==> src/rtl/sdlx_pkg.sv <==
// Shared SDLX definitions: R-type instruction field positions, ALU control
// codes and the opcode/func decoder used by the issue stage.
package sdlx_pkg;

  localparam int OPC_HI  = 31;
  localparam int OPC_LO  = 26;
  localparam int RS1_HI  = 25;
  localparam int RS1_LO  = 21;
  localparam int RS2_HI  = 20;
  localparam int RS2_LO  = 16;
  localparam int RD_HI   = 15;
  localparam int RD_LO   = 11;
  localparam int FUNC_HI = 5;
  localparam int FUNC_LO = 0;

  localparam logic [5:0] OP_RTYPE    = 6'd0;
  localparam logic [5:0] ALU_ILLEGAL = 6'd0;

  typedef enum logic [5:0] {
    ALU_ADD = 6'd1,  ALU_SUB = 6'd2,  ALU_AND = 6'd3,  ALU_OR  = 6'd4,
    ALU_XOR = 6'd5,  ALU_SLL = 6'd6,  ALU_SRL = 6'd7,  ALU_SRA = 6'd8,
    ALU_ROL = 6'd9,  ALU_ROR = 6'd10, ALU_SLT = 6'd11, ALU_SGT = 6'd12,
    ALU_SLE = 6'd13, ALU_SGE = 6'd14, ALU_UGT = 6'd15, ALU_ULT = 6'd16,
    ALU_ULE = 6'd17, ALU_UGE = 6'd18
  } alu_ctrl_e;

  // func maps one-to-one onto the ALU code; anything else decodes to 0.
  function automatic logic [5:0] alu_decode(input logic [5:0] opcode, input logic [5:0] func);
    if (opcode == OP_RTYPE && func >= ALU_ADD && func <= ALU_UGE)
      return func;
    return ALU_ILLEGAL;
  endfunction

endpackage

==> src/rtl/sdlx_regfile.sv <==
// 32x32 register file: two asynchronous read ports, one synchronous write
// port, r0 hardwired to zero, synchronous reset of every register.
module sdlx_regfile (
  input  logic        clk,
  input  logic        rst,
  input  logic [4:0]  raddr1_i,
  input  logic [4:0]  raddr2_i,
  output logic [31:0] rdata1_o,
  output logic [31:0] rdata2_o,
  input  logic        we_i,
  input  logic [4:0]  waddr_i,
  input  logic [31:0] wdata_i
);

  logic [31:0] word [32];

  assign word[0] = '0;

  genvar gi;
  generate
    for (gi = 1; gi < 32; gi++) begin : g_reg
      logic [31:0] reg_q;
      // Reset has priority, so write-back during rst is dropped.
      always_ff @(posedge clk) begin
        if (rst)
          reg_q <= '0;
        else if (we_i && waddr_i == 5'(gi))
          reg_q <= wdata_i;
      end
      assign word[gi] = reg_q;
    end
  endgenerate

  assign rdata1_o = word[raddr1_i];
  assign rdata2_o = word[raddr2_i];

endmodule

==> src/rtl/sdlx_rtype_issue.sv <==
// Decode-and-issue stage for SDLX R-type instructions: decode, operand read
// with write-back forwarding, pending-destination scoreboard, output register.
module sdlx_rtype_issue
  import sdlx_pkg::*;
(
  input  logic        clk,
  input  logic        rst,
  input  logic        in_valid,
  output logic        in_ready,
  input  logic [31:0] in_instr,
  output logic        out_valid,
  input  logic        out_ready,
  output logic [31:0] out_A,
  output logic [31:0] out_B,
  output logic [5:0]  out_ALU_ctrl,
  output logic [4:0]  out_rd,
  output logic        out_illegal,
  input  logic        wb_en,
  input  logic [4:0]  wb_rd,
  input  logic [31:0] wb_data
);

  localparam logic [0:0] S_EMPTY = 1'b0;
  localparam logic [0:0] S_FULL  = 1'b1;

  logic [5:0]  opcode, func, ctrl;
  logic [4:0]  rs1, rs2, rd;
  logic [31:0] rf_a, rf_b, op_a, op_b;
  logic [31:0] clr_mask, set_mask, pend_live;
  logic [31:0] pend_q, pend_d;
  logic        hazard, accept, legal;
  logic        unused_shamt;
  logic [0:0]  state_q, state_d;
  logic [31:0] a_q, b_q;
  logic [5:0]  ctrl_q;
  logic [4:0]  rd_q;
  logic        ill_q;

  assign opcode       = in_instr[OPC_HI:OPC_LO];
  assign rs1          = in_instr[RS1_HI:RS1_LO];
  assign rs2          = in_instr[RS2_HI:RS2_LO];
  assign rd           = in_instr[RD_HI:RD_LO];
  assign func         = in_instr[FUNC_HI:FUNC_LO];
  assign unused_shamt = ^in_instr[10:6];

  sdlx_regfile u_regfile (
    .clk      (clk),
    .rst      (rst),
    .raddr1_i (rs1),
    .raddr2_i (rs2),
    .rdata1_o (rf_a),
    .rdata2_o (rf_b),
    .we_i     (wb_en),
    .waddr_i  (wb_rd),
    .wdata_i  (wb_data)
  );

  assign op_a = (wb_en && wb_rd == rs1 && rs1 != 5'd0) ? wb_data : rf_a;
  assign op_b = (wb_en && wb_rd == rs2 && rs2 != 5'd0) ? wb_data : rf_b;

  // A register being written back this cycle no longer blocks issue.
  assign clr_mask  = wb_en ? (32'd1 << wb_rd) : '0;
  assign pend_live = pend_q & ~clr_mask;
  assign hazard    = pend_live[rs1] | pend_live[rs2] | pend_live[rd];

  assign ctrl     = alu_decode(opcode, func);
  assign legal    = (ctrl != ALU_ILLEGAL);
  assign in_ready = !rst && !hazard && (state_q == S_EMPTY || out_ready);
  assign accept   = in_valid && in_ready;

  // Set is OR-ed in after the clear so it wins on the same bit; r0 never pends.
  assign set_mask = (accept && legal) ? (32'd1 << rd) : '0;
  assign pend_d   = (pend_live | set_mask) & 32'hFFFF_FFFE;

  always_comb begin
    state_d = state_q;
    case (state_q)
      S_EMPTY: if (accept) state_d = S_FULL;
      S_FULL:  if (out_ready && !accept) state_d = S_EMPTY;
      default: state_d = S_EMPTY;
    endcase
  end

  always_ff @(posedge clk) begin
    if (rst) begin
      state_q <= S_EMPTY;
      pend_q  <= '0;
      a_q     <= '0;
      b_q     <= '0;
      ctrl_q  <= '0;
      rd_q    <= '0;
      ill_q   <= 1'b0;
    end else begin
      state_q <= state_d;
      pend_q  <= pend_d;
      if (accept) begin
        a_q    <= op_a;
        b_q    <= op_b;
        ctrl_q <= ctrl;
        rd_q   <= rd;
        ill_q  <= !legal;
      end
    end
  end

  assign out_valid    = (state_q == S_FULL);
  assign out_A        = a_q;
  assign out_B        = b_q;
  assign out_ALU_ctrl = ctrl_q;
  assign out_rd       = rd_q;
  assign out_illegal  = ill_q;

endmodule

==> config.mk <==
export PLATFORM = sky130hd
export DESIGN_NAME = sdlx_rtype_issue
export DESIGN_NICKNAME = d
export VERILOG_FILES = /design/src/rtl/sdlx_pkg.sv /design/src/rtl/sdlx_regfile.sv /design/src/rtl/sdlx_rtype_issue.sv
export SDC_FILE = /design/constraint.sdc
export NUM_CORES = 2
export LEC_CHECK = 0
export CAP_MARGIN = 25
export CORE_MARGIN = 4
export CORE_UTILIZATION = 38
export CTS_CLUSTER_DIAMETER = 100
export DETAILED_ROUTE_END_ITERATION = 16
export GPL_ROUTABILITY_DRIVEN = 0
export PLACE_DENSITY = 0.51
export SLEW_MARGIN = 20
export SYNTH_ARGS = -nofsm -noshare
export SYNTH_HDL_FRONTEND = slang
export SYNTH_HIERARCHICAL = 1
export SYNTH_SLANG_ARGS = --single-unit
==> constraint.sdc <==
create_clock -name clk -period 3.4 [get_ports clk]
set_input_delay 0.51 -clock clk [delete_from_list [all_inputs] [get_ports clk]]
set_output_delay 0.51 -clock clk [all_outputs]
set_load 0.02 [all_outputs]
==> impl_metrics.tcl <==
set metrics [dict create \
    status "finished clean" \
    synthTopCellsByArea "dfxtp_1, mux2i_1, nand2_1" \
    power_mw 31.9 \
    synth.distinct_cells 78 \
    ant_nets 0 \
    synth_nets 7386 \
    path_max_fanout 5 \
    end_kind "output pin" \
    cts_hold_buf 0 \
    fin_crit_sh 0.979 \
    relSlewSlack 0.291 \
    skew_ns 0.0307 \
    layout_setup_ws_ns 0.0718 \
    synthSimpleGateAreaFrac 0.192 \
    route.detailed.drc 0 \
    crit_type "in -> out" \
    r2r-end "out_A[30]$_SDFFE_PP0P_" \
    routed_wl_mm 256 \
    antenna_found_initial 7 \
    drive_above_1_share 0.146 \
    pre_cts_slack_ns -0.810 \
    netlist_area_um2 58100 \
    final_nets 7490 \
    htree_levels 4 \
    synth_xor_area_frac 0.00121 \
    dr.first_iter.drc_count 6084 \
    routed_via_density 5.91 \
    cp.required_ns 2.89 \
    clkTransAtPathRegs_ns 0.06 \
    num_vias 56421 \
    mostFrequentLayoutCells "nand2_1, a21oi_1, dfxtp_1, mux2i_1, buf_4" \
    power_density_nw_per_um2 461 \
    start_kind "primary input" \
    cp.arrival_ns 2.82 \
    synth_fa_ha_area_frac 0 \
    cts-buffers-inserted 133 \
    hold_class "in -> reg" \
    synth_edf_count 0 \
    layout_commonest_cell "nand2_1" \
    cts_buffer_depth 3 \
    crit_path_start "wb_rd[2]" \
    worst_pin_slew_ns 1.06 \
    slew_viol_final 0 \
    grt_pass1_vias 53532 \
    drt-pass1-iter-count 6 \
    synthFlopType "dfxtp_1" \
    cts_sinks 1100 \
    grt.overflow.total 0 \
    postSynthCellCount 7312 \
    synth_top_area_share 0.379 \
    root_buffer "clkbuf_16" \
    clock_latency_ns 0.79 \
    core_um2 152000 \
    tritoncts "done" \
    ys_warn_count 6 \
    io_buffers 146 \
    fp-row-count 143 \
    ys_seq_area_frac 0.379 \
    final-seq-area_um2 22000 \
    timing.rr.start "pend_q[7]$_SDFF_PP0_" \
    synth_top_family_by_area "simple AND/OR/NAND/NOR gates" \
    initial_core_util 0.383 \
    ioPinCount 152 \
    die_w_um 399 \
    synth-seq-cells 1100 \
    power.leakage_nw 25.0 \
    drv_cap 0 \
    fin_crit_ns 3.33 \
    synth_compound_area_frac 0.187 \
    setup_violations 0 \
    chipHeight_um 399 \
    fillCellCount 14862 \
    track_usage 0.310 \
    multi_input_area_um2 33200 \
    rr_worst_depth 9 \
    syn_avg_cell_area_um2 7.95 \
    setup_tns_ns 0 \
    die-area_um2 159000 \
    ir_worst_vdd_mv 0.494 \
    synth.area.mux_share 0.184 \
    endpoint "in_ready" \
    antenna_cells_inserted 0 \
    async_flop_share 0 \
    hold_violations 0 \
    grt_pass1_wl_mm 370 \
    syn_to_final_growth_pct 19.1 \
    fmax_mhz 300 \
    yosysTopAreaCell "dfxtp_1" \
    grt_start_max_net_pins 176 \
    hpwl_mm 157 \
    wl_per_cell_um 26.8 \
    regToRegSetupSlack_ns 0.48 \
]
-- what timing repair did --
item,in CTS,in global routing
buffers inserted,1,1
resized for setup,18,16
pin swaps,2,5
endpoints found under the setup margin,1,1
-- power breakdown --
part / switching [mW] / total, mW / internal [mW]
clock: 5.96 / 14.7 / 8.73
combinational: 2.62 / 4.04 / 1.43
sequential: 0.133 / 13.2 / 13.0
total: 8.71 / 31.9 / 23.2
-- cells by family (layout without fill, tap and decap cells) --
family | count (synthesis) | after routing
AOI/OAI and AO/OA | 1794 | 1794
xor gates and xnor gates | 8 | 8
buffers and inverters | 742 | 943
DFF | 1100 | 1100
muxes | 974 | 974
and+or+nand+nor | 2694 | 2694
-- cell type report --
cell class | instances | share of cell area
flip-flops and latches | 1100 | 0.318
clock inverters | 25 | 0.00531
multi-input cells | 5470 | 0.479
well taps | 2030 | 0.0367
clock buffers | 207 | 0.0587
inverters | 13 | 0.000705
repair buffers | 698 | 0.102
-- synthesized netlist by cell type (4+ instances only) --
cell type / count
mux2_2: 68
nor4_2: 7
o2111ai_1: 13
mux2i_1: 839
buf_6: 9
a31oi_1: 66
buf_2: 214
nand2_1: 2172
nor2b_1: 80
o21ai_1: 12
a22oi_1: 257
or2_2: 5
nor2_2: 8
o22ai_1: 8
inv_1: 11
dfxtp_1: 1100
nor3_1: 84
or2_1: 4
nor4_1: 8
buf_1: 15
nand3_1: 223
nor2_1: 31
buf_8: 4
a21oi_2: 49
nand4_1: 11
nand4b_1: 4
buf_4: 40
o21ai_0: 40
mux4_2: 67
nand2b_1: 19
clkbuf_1: 446
a221oi_1: 65
nor3_2: 8
o211ai_1: 17
and2_1: 11
a21oi_1: 1163
o31ai_1: 4
a211oi_2: 64
xor2_1: 5
-- critical path, cell delays in order --
cell and delay [ns]:
dlygate4sd2_1 0.29, or4b_4 0.58, o311ai_0 0.38, a31oi_1 0.18, o221a_2 0.16, a22oi_2 0.21, o211a_4 0.20, and2_1 0.15
buf_4 0.15
-- per-layer routing --
layer	vias to the layer above	GRT usage	wire length, µm
met2	2636	0.482	113000
met4	2	0.155	14500
met1	27493	0.411	105000
met5	-	0	7
met3	649	0.0592	23000
li1	25641	-	-
-- worst min-delay path by stage --
stage,startpoint,endpoint,slack [ns],cells after the start
after floorplan,u_regfile/g_reg[3].reg_q[0]$_SDFFE_PP0P_,u_regfile/g_reg[3].reg_q[0]$_SDFFE_PP0P_,0.44,2
after global placement,u_regfile/g_reg[6].reg_q[8]$_SDFFE_PP0P_,u_regfile/g_reg[6].reg_q[8]$_SDFFE_PP0P_,0.45,2
after detailed placement,u_regfile/g_reg[7].reg_q[17]$_SDFFE_PP0P_,u_regfile/g_reg[7].reg_q[17]$_SDFFE_PP0P_,0.46,2
after CTS,rst,u_regfile/g_reg[30].reg_q[12]$_SDFFE_PP0P_,0.29,3
after global routing,rst,u_regfile/g_reg[30].reg_q[12]$_SDFFE_PP0P_,0.31,3
final,rst,u_regfile/g_reg[28].reg_q[12]$_SDFFE_PP0P_,0.32,3
-- state kept, by name (all words and copies together) (netlist names) --
signal	flops
out_ALU_ctrl	6
out_B	32
u_regfile/g.reg_q	992
out_illegal	1
out_valid	1
out_A	32
pend_q	31
out_rd	5
-- metrics by stage --
step                      hold slack (ns)   util  instances  area (µm²)
final                               0.321  0.456       9543       69200
after detailed placement            0.457  0.426       9308       64700
after global routing                0.311  0.456       9543       69200
after floorplan                     0.442      -       7312       58100
after CTS                           0.287  0.455       9541       69200
after global placement              0.449  0.426       9308       64700
Power figures use the tool's default switching activity.
